## src/rtl/serial_adder_ctrl.sv

```systemverilog
// Bit-serial adder: a single 1-bit full adder steps through the operands LSB first,
// one bit per clock, and publishes {carry_out, sum_out} when the last bit is done.

module full_adder (
  input  logic A,
  input  logic B,
  input  logic carry_in,
  output logic SUM,
  output logic carry_out
);
  assign SUM       = A ^ B ^ carry_in;
  assign carry_out = (A & B) | (carry_in & (A ^ B));
endmodule

module serial_adder_ctrl #(
  parameter int WIDTH = 8
) (
  input  logic             clk,
  input  logic             rst_n,
  input  logic             start,
  input  logic [WIDTH-1:0] a_in,
  input  logic [WIDTH-1:0] b_in,
  input  logic             carry_in,
  output logic             busy,
  output logic             done,
  output logic [WIDTH-1:0] sum_out,
  output logic             carry_out
);

  localparam int CNT_W = $clog2(WIDTH);
  localparam logic [CNT_W-1:0] LAST_BIT = CNT_W'(WIDTH - 1);

  localparam logic [1:0] IDLE = 2'd0;
  localparam logic [1:0] RUN  = 2'd1;
  localparam logic [1:0] DONE = 2'd2;

  logic [1:0]       state_q, state_d;
  logic [WIDTH-1:0] aShift_q, aShift_d;
  logic [WIDTH-1:0] bShift_q, bShift_d;
  logic [WIDTH-1:0] sumShift_q, sumShift_d;
  logic             carry_q, carry_d;
  logic [CNT_W-1:0] count_q, count_d;
  logic [WIDTH-1:0] sumOut_q, sumOut_d;
  logic             carryOut_q, carryOut_d;

  logic faSum;
  logic faCarry;

  full_adder u_fa (
    .A         (aShift_q[0]),
    .B         (bShift_q[0]),
    .carry_in  (carry_q),
    .SUM       (faSum),
    .carry_out (faCarry)
  );

  // The full adder is wired permanently; its outputs are only captured while in RUN.
  always_comb begin
    state_d    = state_q;
    aShift_d   = aShift_q;
    bShift_d   = bShift_q;
    sumShift_d = sumShift_q;
    carry_d    = carry_q;
    count_d    = count_q;
    sumOut_d   = sumOut_q;
    carryOut_d = carryOut_q;
    case (state_q)
      IDLE: begin
        if (start) begin
          aShift_d = a_in;
          bShift_d = b_in;
          carry_d  = carry_in;
          count_d  = '0;
          state_d  = RUN;
        end
      end
      RUN: begin
        sumShift_d = {faSum, sumShift_q[WIDTH-1:1]};
        aShift_d   = aShift_q >> 1;
        bShift_d   = bShift_q >> 1;
        carry_d    = faCarry;
        count_d    = count_q + 1'b1;
        // The final bit goes straight into the published result, not via sumShift_q.
        if (count_q == LAST_BIT) begin
          sumOut_d   = {faSum, sumShift_q[WIDTH-1:1]};
          carryOut_d = faCarry;
          state_d    = DONE;
        end
      end
      DONE: begin
        state_d = IDLE;
      end
      default: begin
        state_d = IDLE;
      end
    endcase
  end

  always_ff @(posedge clk or negedge rst_n) begin
    if (!rst_n) begin
      state_q    <= IDLE;
      aShift_q   <= '0;
      bShift_q   <= '0;
      sumShift_q <= '0;
      carry_q    <= 1'b0;
      count_q    <= '0;
      sumOut_q   <= '0;
      carryOut_q <= 1'b0;
    end else begin
      state_q    <= state_d;
      aShift_q   <= aShift_d;
      bShift_q   <= bShift_d;
      sumShift_q <= sumShift_d;
      carry_q    <= carry_d;
      count_q    <= count_d;
      sumOut_q   <= sumOut_d;
      carryOut_q <= carryOut_d;
    end
  end

  assign busy      = (state_q == RUN);
  assign done      = (state_q == DONE);
  assign sum_out   = sumOut_q;
  assign carry_out = carryOut_q;

endmodule

```

## config.mk

```make
export PLATFORM = sky130hd
export DESIGN_NAME = serial_adder_ctrl
export DESIGN_NICKNAME = d
export VERILOG_FILES = /design/src/rtl/serial_adder_ctrl.sv
export SDC_FILE = /design/constraint.sdc
export NUM_CORES = 1
export LEC_CHECK = 0
export BUFFER_PORTS_ARGS = -buffer_cell sky130_fd_sc_hd__buf_2
export CORE_ASPECT_RATIO = 0.7
export CORE_MARGIN = 4
export CORE_UTILIZATION = 59
export DETAILED_ROUTE_END_ITERATION = 8
export GPL_TIMING_DRIVEN = 0
export HOLD_SLACK_MARGIN = 0.02
export PLACE_DENSITY_LB_ADDON = 0.1
export SETUP_SLACK_MARGIN = 0.5
export SLEW_MARGIN = 20
export SYNTH_ARGS = -nofsm -noshare
export SYNTH_HDL_FRONTEND = slang
export SYNTH_SLANG_ARGS = --single-unit
```

## constraint.sdc

```tcl
create_clock -name clk -period 3.9 [get_ports clk]
set_input_delay 0.195 -clock clk [delete_from_list [all_inputs] [get_ports clk]]
set_output_delay 0.195 -clock clk [all_outputs]
set_load 0.02 [all_outputs]
```

---- Word level (Yosys, flattened, before mapping) ----
Cells that the tools add are included.
word-level totals
  register bits after elaboration ......... 39
  input bits .............................. 20
  output and inout port bits .............. 11
  logic and storage cells ................. 35
operators by class
  $add $sub $neg .......................... 1
  equality and inequality tests ........... 5
  mux-type cells .......................... 11
  bitwise logic cells ..................... 5
  reduce and logical (&&, ||, !) cells .... 5
operators with widths
  kind                                                                     count
  8-bit case mux with 2 select lines                                       2
  8-bit two-way mux                                                        2
  3-bit case mux with 2 select lines                                       1
  2-bit AND reduction                                                      3
  2-bit two-way mux                                                        2
  2-bit case mux with 2 select lines                                       1
  3-bit by 1-bit adder with 3-bit output, second input constant            1
  3-bit == test, second input constant                                     1
  3-bit two-way mux                                                        1
  1-bit AND                                                                2
  2-bit by 1-bit == test with 1-bit output, second input constant          1
  2-bit == test, second input constant                                     1
  2-bit zero test                                                          1
  2-bit by 1-bit inequality test with 1-bit output, second input constant  1
  2-bit inequality test, second input constant                             1
  1-bit case mux with 2 select lines                                       1
  2-bit nonzero test                                                       1
  1-bit XOR                                                                2
  1-bit two-way mux                                                        1
  1-bit OR                                                                 1

---- Longest topological paths before layout ----
  word-level depth ........................ 4
  gate-level depth with buffers ........... 5
  gate-level depth less buffers ........... 4

---- Modules after synthesis ----
From an unflattened synthesis, not the netlist that was laid out.
unflattened totals
  cells, all modules ...................... 139
  area, all modules ....................... 1978.1 um^2
modules (own cells, without submodules)
  module             times used  cells each  area each (um^2)
  serial_adder_ctrl  1           138         1958.1
  full_adder         1           1           20.0

---- Worst setup path after synthesis ----
Ideal clock, no wire load.
  path type ............................... reg-to-reg
  start ................................... reg count_q[0]
  end ..................................... reg carryOut_q (netlist: carry_out)
  data arrival time ....................... 1.346 ns
  setup slack ............................. 2.429 ns
  stages on the path, launching flop included .. 6
  buffers on the path ..................... 1
  period minus slack after synthesis ...... 1.471 ns
  cells stage by stage .................... dfrtp_1 -> ha_1 -> ha_1 -> nand3b_1 -> buf_2 -> mux2_2
on the way
  longest elaborated chain between the ends .. 2
ends and longest elaborated chain
  item                                  line  RTL
  start, declared                       42    logic [CNT_W-1:0] count_q, count_d;
  start signal, assigned                115   count_q <= count_d;
  3-bit == test                         84    if (count_q == LAST_BIT) begin
  2-bit AND reduction (no source line)  -
  end signal, assigned                  117   carryOut_q <= carryOut_d;
  end, declared                         44    logic carryOut_q, carryOut_d;
No other way between the ends.
A chain may end at the register's enable or synchronous reset.

---- Worst setup path in the final report ----
  start ................................... reg state_q[1]
  end ..................................... out done
on the way
  longest elaborated chain between the ends .. 1
ends and longest elaborated chain
  item                    line  RTL
  start, declared         37    logic [1:0] state_q, state_d;
  start signal, assigned  110   state_q <= state_d;
  2-bit == test           122   assign done = (state_q == DONE);
  end, declared           25    output logic done,
No other way between the ends.

==> run summary <==
==================================================================================
Die outline width                                                         72.96 um
CTS tree                                                                     built
Antenna-violating nets left                                                      0
Mapped Avg Cell Area                                                    13.10 um^2
Post-synthesis instance area                                             1743 um^2
Final #Nets                                                                    194
Syn_nets                                                                       156
Area of the die                                                          3902 um^2
P_leak                                                                   0.9458 nW
Maximum fanout count along the critical path                                    10
Count of yosys warnings during synthesis                                         0
Crit path required time                                                    3700 ps
DRC marker count from the first detailed-route iteration                        97
Register area share after synthesis                                         54.56%
Max Buffers Root-to-Sink                                                         2
Post-layout min period                                                     1834 ps
DR vias                                                                      1,196
Routed len/inst                                                           16.40 um
Count of standard-cell rows                                                     16
First-pass DRT Iterations                                                        4
Startpoint types                                                          register
Number of setup buffers added after CTS                                          0
Number of global-route vias before repair                                    1,164
Clk slew on worst S/H paths                                                  80 ps
Max VDD drop                                                             0.4686 mV
GRT Total Usage                                                             21.02%
Data arrival time at the worst-slack endpoint                              1640 ps
Vias per inst                                                                5.750
Post-synthesis cell type count                                                  23
Remaining max-slew budget at the tightest pin                               45.28%
Setup total negative slack                                                    0 ps
Tightest Pin Transition                                                   820.7 ps
Area added between synthesis and finish                                     17.01%
TritonCTS Buffers                                                                5
WL final                                                                   3412 um
Number of inserted diodes                                                        0
Initial antenna violation count                                                  0
Starting Density                                                            62.19%
Hold WC Path Type                                                        in -> reg
RSZ-0062 raised after global routing                                         false
Result of the run                                                        completed
Worst setup skew after layout                                             9.388 ps
Synthesized instance count                                                     133
Post-synthesis register bit count                                               38
Root Buffer Master                                                        clkbuf_8
CTS sink count                                                                  38
Final GP Congestion                                                         0.8246
Category of the most critical setup path                                reg -> out
Clock latency at the later pin of the worst-skew pair                       300 ps
Hold violation total from the final report                                       0
Smallest hold slack                                                       241.6 ps
Maximum number of pins on one net before global-route repair                    39
Kind of capture point of the worst setup path                           output pin
H-Tree Level Count                                                               2
Instance area at placement                                               1938 um^2
Height of the die                                                         53.48 um
Global-route wire length before repair                                     5906 um
Congestion Overflow GR                                                           0
Max-capacitance violation count                                                  0
Highest clock frequency the design can meet                             0.5453 GHz
Share of final-layout standard cells stronger than drive strength 1         41.86%
Half-perimeter wire length after detailed placement                        2476 um
Layout filler cell count                                                       209
Drt drc                                                                          0
Boundary pin count                                                              31
Slew Viols, Final                                                                0
Placeable Area                                                           2803 um^2
Input/output buffers                                                            30
Final setup fails                                                                0
Power density over cell area                                          802.3 nW/um^2
Area of all placed cells without fillers                                 2039 um^2
Tcrit/Tclk final                                                            47.02%
==================================================================================
==> worst max-delay path: stages (launching register included) <==
cell      delay [ps]
dfrtp_1          400
buf_2            210
clkbuf_1         360
nor2b_1          200
buf_2            170
==> flip-flops by register name, summed over array words and instances (netlist names) <==
signal / count
state_q: 2
carry_out: 1
sum_out: 8
carry_q: 1
count_q: 3
bShift_q: 8
aShift_q: 8
sumShift_q: 7
==> logic make-up (layout without fill, tap and decap cells) <==
logic type,after synthesis,after routing,synth area share [%]
flip-flops,38,38,54.56
AND/OR/NAND/NOR,32,32,15.36
AO/OA/AOI/OAI,22,22,11.49
buffers and inverters,21,60,5.097
multiplexers,17,17,10.91
adder cells (fa/ha/maj),3,3,2.584
==> layer usage <==
metal  vias to the layer above  share of wire [%]  GRT usage, %
li1                        575                  -             -
met1                       579                 51         31.26
met2                        35                 42         27.69
met3                         7                5.9         7.970
met4                         0                1.6         6.748
met5                         -                  0             0
==> placed cells by master, fill, tap and decap left out, types with 2 or more instances in the layout <==
master / n
a211o_1: 2
a211oi_1: 8
a22o_1: 2
buf_2: 38
clkbuf_1: 4
clkbuf_8: 6
dfrtp_1: 38
ha_1: 2
inv_1: 10
mux2_2: 16
nand2b_1: 3
nor3b_1: 10
nor4b_1: 8
nor4bb_1: 2
o221a_2: 7
or4b_1: 5
or4b_2: 2
==> cells in the mapped netlist (all sizes together) <==
library cell,number,area share (%)
a22o,2,1.0
fa,1,1.1
nor2b,1,0.36
dfrtp,38,55
inv,10,2.2
buf,8,2.3
a21oi,1,0.29
nor4b,8,4.0
mux2i,1,0.57
clkbuf,3,0.65
nand3b,1,0.43
nand2b,3,1.1
nor3b,10,4.3
o221a,7,4.5
o21ba,1,0.57
ha,2,1.4
a211o,2,1.0
o21bai,1,0.65
a211oi,8,3.4
nor4bb,2,1.1
mux2,16,10
or4b,7,4.0
==> final cells by class <==
type / instances / area, um^2 / share of cell area [%]
multi-input cells: 74 / 703.2 / 34.48
inverters: 10 / 37.54 / 1.840
well taps: 36 / 45.04 / 2.209
repair buffers: 31 / 160.2 / 7.853
clock buffers: 7 / 86.33 / 4.233
flip-flops and latches: 38 / 950.9 / 46.63
plain buffers: 11 / 51.30 / 2.515
clock inverters: 1 / 5.005 / 0.2454
==> what timing repair did <==
| item | 4_1_cts | 5_1_grt |
|---|---|---|
| hold buffers | 1 | 0 |
| endpoints found under the hold margin | 8 | 0 |
| resized for setup | 0 | 0 |
==> report_power, final <==
part           leakage [nW]  switching [W]  internal (W)
registers             0.446       0.000122      0.000585
clock network        0.0482       0.000135      0.000143
logic                 0.451       0.000323      0.000329
total                 0.946       0.000580       0.00106
==> per-stage QoR <==
stage	std cells	util, %	worst slack (ps)	total power [W]
finish	208	72.77	2066	0.001636
CTS	208	72.77	2084	0.001646
floorplan	133	-	2429	0.001170
global placement	199	69.15	2344	0.001324
global route	208	72.77	1886	0.001759
detailed placement	199	69.15	2318	0.001368
==> path summary, 6_finish.rpt <==
kind	slack, ps	depth (start not counted)	start	endpoint
max	2070	4	state_q[1]	done
min in group asynchronous	530	2	rst_n	sum_out[5]
min	240	3	b_in[6]	bShift_q[6]
max reg2reg	2310	5	count_q[0]	carry_out
max in group asynchronous	2850	2	rst_n	sumShift_q[3]
min reg2reg	490	1	count_q[0]	count_q[0]
(Power assumes the default switching activity.)
